**config.mk**
```make
export PLATFORM = sky130hd
export DESIGN_NAME = acc_pixel_map
export DESIGN_NICKNAME = d
export VERILOG_FILES = /design/src/rtl/acc_pkg.sv /design/src/rtl/pixel_map.sv /design/src/rtl/acc_pixel_map.sv
export SDC_FILE = /design/constraint.sdc
export NUM_CORES = 1
export LEC_CHECK = 0
export ABC_AREA = 1
export BUFFER_PORTS_ARGS = -buffer_cell sky130_fd_sc_hd__buf_2
export CAP_MARGIN = 25
export CORE_UTILIZATION = 35
export DETAILED_ROUTE_END_ITERATION = 16
export MAX_ROUTING_LAYER = met4
export PLACE_DENSITY = 0.57
export SYNTH_ARGS = -nofsm -noshare
export SYNTH_HDL_FRONTEND = slang
export SYNTH_SLANG_ARGS = --single-unit
```
**constraint.sdc**
```tcl
create_clock -name clk -period 4.3 [get_ports clk]
set_input_delay 0.215 -clock clk [delete_from_list [all_inputs] [get_ports clk]]
set_output_delay 0.215 -clock clk [all_outputs]
set_load 0.01 [all_outputs]
```
**src/rtl/acc_pkg.sv**
```systemverilog
// acc_pkg: shared image geometry, word/address types and FSM states for image accelerators.
package acc_pkg;
    localparam int IMG_WIDTH       = 352;
    localparam int IMG_HEIGHT      = 288;
    localparam int WORDS_PER_IMAGE = IMG_WIDTH * IMG_HEIGHT / 4;
    localparam int RESULT_OFFSET   = WORDS_PER_IMAGE;

    typedef logic [31:0] word_t;
    typedef logic [15:0] addr_t;

    typedef enum logic [1:0] {IDLE, READ, WRITE, DONE} state_t;
endpackage

```
**src/rtl/pixel_map.sv**
```systemverilog
// pixel_map: bytewise greyscale map of one word; THRESHOLD 0 inverts, otherwise binarizes at p >= THRESHOLD.
module pixel_map
    import acc_pkg::*;
#(
    parameter int THRESHOLD = 0
) (
    input  word_t pix_i,
    output word_t pix_o
);
    for (genvar k = 0; k < 4; k++) begin : g_lane
        logic [7:0] p;
        assign p = pix_i[8*k +: 8];
        assign pix_o[8*k +: 8] = (THRESHOLD == 0) ? ~p : ((p >= 8'(THRESHOLD)) ? 8'hFF : 8'h00);
    end
endmodule

```
**src/rtl/acc_pixel_map.sv**
```systemverilog
// acc_pixel_map: image RAM master that reads each input word, maps its pixels and writes the result image.
module acc_pixel_map #(
    parameter int WORDS_PER_IMAGE = acc_pkg::WORDS_PER_IMAGE,
    parameter int RESULT_OFFSET   = acc_pkg::RESULT_OFFSET,
    parameter int THRESHOLD       = 0
) (
    input  logic          clk,
    input  logic          rst_n,
    input  logic          start,
    output logic          finish,
    output logic          en,
    output logic          we,
    output acc_pkg::addr_t addr,
    output acc_pkg::word_t dataW,
    input  acc_pkg::word_t dataR
);
    import acc_pkg::*;

    localparam addr_t LAST = addr_t'(WORDS_PER_IMAGE - 1);
    localparam addr_t OFF  = addr_t'(RESULT_OFFSET);

    state_t state_q;
    addr_t  cnt_q, addr_q;
    logic   en_q, we_q, fin_q;
    word_t  mapped;

    pixel_map #(.THRESHOLD(THRESHOLD)) u_map (.pix_i(dataR), .pix_o(mapped));

    // Control outputs are registered on state entry; write data is taken straight from the
    // registered RAM read so each word costs one read cycle plus one write cycle.
    always_ff @(posedge clk or negedge rst_n) begin
        if (!rst_n) begin
            state_q <= IDLE;
            cnt_q   <= '0;
            addr_q  <= '0;
            en_q    <= 1'b0;
            we_q    <= 1'b0;
            fin_q   <= 1'b0;
        end else begin
            case (state_q)
                IDLE: if (start) begin
                    state_q <= READ;
                    cnt_q   <= '0;
                    addr_q  <= '0;
                    en_q    <= 1'b1;
                    we_q    <= 1'b0;
                end
                READ: begin
                    state_q <= WRITE;
                    we_q    <= 1'b1;
                    addr_q  <= cnt_q + OFF;
                end
                WRITE: if (cnt_q == LAST) begin
                    state_q <= DONE;
                    en_q    <= 1'b0;
                    we_q    <= 1'b0;
                    addr_q  <= '0;
                    fin_q   <= 1'b1;
                end else begin
                    state_q <= READ;
                    cnt_q   <= cnt_q + 16'd1;
                    addr_q  <= cnt_q + 16'd1;
                    we_q    <= 1'b0;
                end
                DONE: if (!start) begin
                    state_q <= IDLE;
                    fin_q   <= 1'b0;
                end
            endcase
        end
    end

    assign en     = en_q;
    assign we     = we_q;
    assign addr   = addr_q;
    assign finish = fin_q;
    assign dataW  = we_q ? mapped : '0;
endmodule

```
# Word-level counts from Yosys, hierarchy flattened
# Index checks and enable logic that the tools add are counted.
[word_totals]
word_cells = 47
latchBits = 0
register_bits = 37
romBits = 0
inputBits = 35
n_memories = 0
output_inout_bits = 51
ramBits = 0
[op_classes]
mul = 0
eq_ne = 8
div = 0
bitwise_logic = 4
n_lt_le_gt_ge = 0
mux = 18
add_sub_neg = 2
n_reduce_logical = 9
shifts = 0
[op_table]
columns = ["operator", "n"]
rows = [
  ["$mux 16", 3],
  ["$pmux 16 s3", 1],
  ["$mux 32", 1],
  ["$not 8->8", 4],
  ["$pmux 16 s2", 1],
  ["$add 16x1->16 const B", 1],
  ["$add 16x15->16 const B", 1],
  ["$eq 16x15->1 const B", 1],
  ["$reduce_and 3->1", 3],
  ["$ne 2x2->1 const B", 4],
  ["$pmux 2 s4", 1],
  ["$mux 2", 3],
  ["$mux 1", 5],
  ["$eq 2x2->1 const B", 2],
  ["$pmux 1 s2", 2],
  ["$reduce_and 2->1", 2],
  ["$reduce_bool 2->1", 2],
  ["$pmux 1 s3", 1],
  ["$reduce_bool 3->1", 1],
  ["$eq 2x1->1 const B", 1],
  ["$logic_not 2->1", 1],
]

# Logic depth before layout (Yosys ltp)
[depth]
ltp_word = 3
depth_mapped = 12
mapped_depth_nobuf = 11

# Hierarchy
# From an unflattened synthesis, not the netlist that was laid out.
[unflattened]
hier_cells = 423
hier_area_um2 = 2671.3
[modules_own_cells]
columns = ["module", "area_each_um2", "instances", "seq_area_each_um2", "cells_each"]
rows = [
  ["acc_pixel_map", 2551.2, 1, 925.9, 391],
  ["pixel_map", 120.1, 1, 0.0, 32],
]

# Worst setup path after synthesis
# No wires, ideal clock.
[synth_timing]
path_kind = "register to register"
start = "reg state_q[0]"
end = "reg cnt_q[3]"
stages_incl_launch_ff = 10
setup_slack_ps = 2601
required_ps = 4168
setup_ps = 132
n_path_buf = 2
t_arrival_ps = 1567
period_less_slack_ps = 1699
cell_sequence = "dfrtp_1 inv_1 ha_1 buf_2 inv_2 a21oi_1 nand2_4 inv_2 buf_6 o22ai_2"
[synth_via]
elab_chain_cells = 3
elab_cells_between_ends = 7
cone_classes = "eq/ne (3); mux (1); reduce/logical (3)"
[synth_rtl]
columns = ["item", "line", "source"]
rows = [
  ["start, declared", "acc_pixel_map.sv:22", "state_t state_q;"],
  ["start signal, assigned", "acc_pixel_map.sv:33", "state_q <= IDLE;"],
  ["start signal, assigned", "acc_pixel_map.sv:42", "state_q <= READ;"],
  ["start signal, assigned", "acc_pixel_map.sv:49", "state_q <= WRITE;"],
  ["$eq 2x2->1 / $logic_not 2->1 (equally long branches)", "acc_pixel_map.sv:40", "case (state_q)"],
  ["$ne 2x2->1 (no line) / $reduce_bool 2->1 (equally long branches)", "--", ""],
  ["$reduce_and 3->1 (no line)", "--", ""],
  ["end signal, assigned", "acc_pixel_map.sv:61", "cnt_q <= cnt_q + 16'd1;"],
  ["end, declared", "acc_pixel_map.sv:23", "addr_t cnt_q, addr_q;"],
]
# Parallel ways exist; a longest one is shown, timed or not.
# A chain may end at the register's enable or synchronous reset.

# Final worst setup path
[layout_timing]
start = "reg state_q[0]"
end = "reg cnt_q[1]"
# The elaborated chain is that of the path after synthesis.

==> reports/metrics.csv <==
metric;value;unit
Crit. End Element;register;
share of cells above drive strength 1;28.4;%
min Tclk post-route;2.19;ns
CP Launch Type;register;
Avg WL per Cell;12.4;µm
vias in the first global route;2320;
Yosys Warn Count;0;
Worst Path Max Fanout;12;
EDFF count, synth;0;
sum of buffers and inverters on the critical path;3;
Clk Tree Root Cell;clkbuf_8;
Compound-Gate Fraction of Synth Area;12.0;%
Max clock buf depth;2;
status;finished clean;
syn nets;391;
Post-Synth Simple-Gate Area;36.3;%
TritonCTS Buffers;5;
# clock sinks;37;
most common cell in the netlist;nand2_1;
row cnt;30;
DR vias/cell;4.57;
via count;2398;
area leader, netlist;dfrtp_1;
Area Growth Syn to Fin;23.1;%
FMAX;457;MHz
Die Wd;85.8;µm
power per cell area;450;nW/µm²
synth top area cells;dfrtp_1, nand2_1, nor2_1;
# DRC;0;
crit path cell chain;inv_1 > ha_1 > inv_2 > a21oi_1 > nand2_4 > inv_2 > o22ai_2;
Setup TNS Final;0;ns
total power;1.36;mW
post-synth cell types;30;
DP Wirelength;4730;µm
Avg Inst Size Synth;7.09;µm²
final wirelength;6500;µm
post-synthesis mux area share;0;%
Worst EP arrival;2.35;ns
GPL Wtd Cong;0.885;
Antenna Nets Post-Route;0;
final net count;473;
Lkg Pwr;1.75;nW
synth cell count leaders;nand2_1, nor2_1, dfrtp_1;
Total Die Area;7350;µm²
Final setup viols;0;
cts hold-fix bufs;0;
worst endpoint required time;4.47;ns
drt pass-1 iters;4;
Initial Util;36.1;%
CP max stage delay;0.45;ns
period utilisation layout;50.9;%
Clk Latency, worst-skew pair;0.29;ns
Final Hold Fails;0;
number of max-cap violations;0;
unrepaired setup endpoints after global routing;false;
first-pass GRT wire length;10700;µm
critical path's top delay family;buffers and inverters;
Tightest Pin Transition;0.874;ns
post-CTS sizing;0;
CORE AREA;6790;µm²
Crit. path cell count;7;
number of setup buffers added after CTS;0;
Async SR Flop Fraction;100;%
post-synth top area share;37.7;%
grt total ovfl;0;
initial antenna violation count;0;
register clock-pin slew on the reported worst setup and hold paths;0.08;ns
Reg2Reg Depth;7;
total track usage;19.2;%
Setup CP Type;register to register;
initial drt markers;117;
IO Port Bufs;85;
Slew Viols, Final;0;
slew margin rel.;41.7;%
Syn Inst Count;346;
synthesized cell area;2450;µm²
Worst path most repeated cell;inv_2;
chip height;85.8;µm
largest family of logic cells by synthesized area;simple AND/OR/NAND/NOR gates;
Seq cells post-synth;37;
largest net degree at the start of global routing;38;
worst hold path class;input port to async pin;
fin util;44.5;%
CTS tree;yes;
IO Pins;86;
worst clock skew;0.00929;ns
peak supply drop;0.276;mV
adder and majority gate portion of the synthesized area;5.10;%
prevailing post-synth register cell;dfrtp_1;
depth of the CTS H-tree;2;
Antenna diodes;0;
post-synthesis xor/xnor area fraction;1.07;%
Seq/Total Area, Yosys;37.7;%
Slowest cell on crit path;ha_1;
[state kept, by name (all words and copies together), names as in the netlist]
register	count
addr	16
cnt_q	16
state_q	2
en	1
finish	1
we	1
[worst register-to-register path, cell delays in order, from the launching register on]
cell and delay [ns]:
dfrtp_1 0.44, inv_1 0.14, ha_1 0.45, inv_2 0.12, a21oi_1 0.36, nand2_4 0.17, inv_2 0.29, o22ai_2 0.11
[power by group]
part / internal [mW] / switching, mW
combinational: 0.197 / 0.503
clock: 0.112 / 0.127
sequential: 0.390 / 0.0310
total: 0.699 / 0.660
[final timing paths]
kind | startpoint | to | slack (ns)
setup / recovery | state_q[0] | cnt_q[1] | 2.11
hold / removal | rst_n | addr[10] | 0.04
setup reg to reg | state_q[0] | cnt_q[1] | 2.11
hold reg to reg | addr[14] | addr[14] | 0.47
max in group asynchronous | rst_n | state_q[1] | 3.71
min in group clk | start | finish | 0.29
[layer usage]
metal / GRT usage, % / routed length [µm]
met5: - / 0
met4: 5.15 / 78
met3: 3.27 / 337
met2: 33.3 / 3040
met1: 23.0 / 3040
[cell usage in the layout (no fill, tap or decap), types with 2 or more instances in the layout]
cell / Yosys / final
nand2_1: 112 / 112
buf_2: 1 / 85
nor2_1: 54 / 54
dfrtp_1: 37 / 37
inv_1: 31 / 31
nand3_1: 19 / 19
o21ai_0: 15 / 15
o21ai_1: 11 / 11
ha_1: 10 / 10
nand2_2: 7 / 7
a21oi_1: 7 / 7
o22ai_2: 6 / 6
clkbuf_8: 0 / 5
inv_2: 4 / 4
nand2_4: 3 / 3
nand4_1: 3 / 3
xor2_1: 3 / 3
o21ai_2: 3 / 3
nor2_4: 2 / 2
clkinv_2: 0 / 2
[kinds of logic after synthesis]
kind of cell,Yosys count
adder cells (fa/ha/maj),10
XOR/XNOR,3
flip-flops,37
AO/OA/AOI/OAI,45
buffers and inverters,45
AND/OR/NAND/NOR,206
[through the flow]
step	cell area, µm²	std cells	worst slack (ns)	hold slack [ns]
after floorplan	2450	346	2.60	-0.0806
after global placement	2940	517	2.21	0.378
after detailed placement	2940	517	2.12	0.383
after CTS	3020	525	2.11	0.0655
after global routing	3020	525	1.90	0.105
final	3020	525	2.11	0.0367
[final cells by class]
cell class	count	area [µm²]
fill	724	3770
multi-input combinational	264	1340
sequential	37	926
timing repair buffer	85	425
inverter	35	131
tap	96	120
clock buffer	6	72.6
clock inverter	2	10.0
Power figures use the tool's default switching activity.
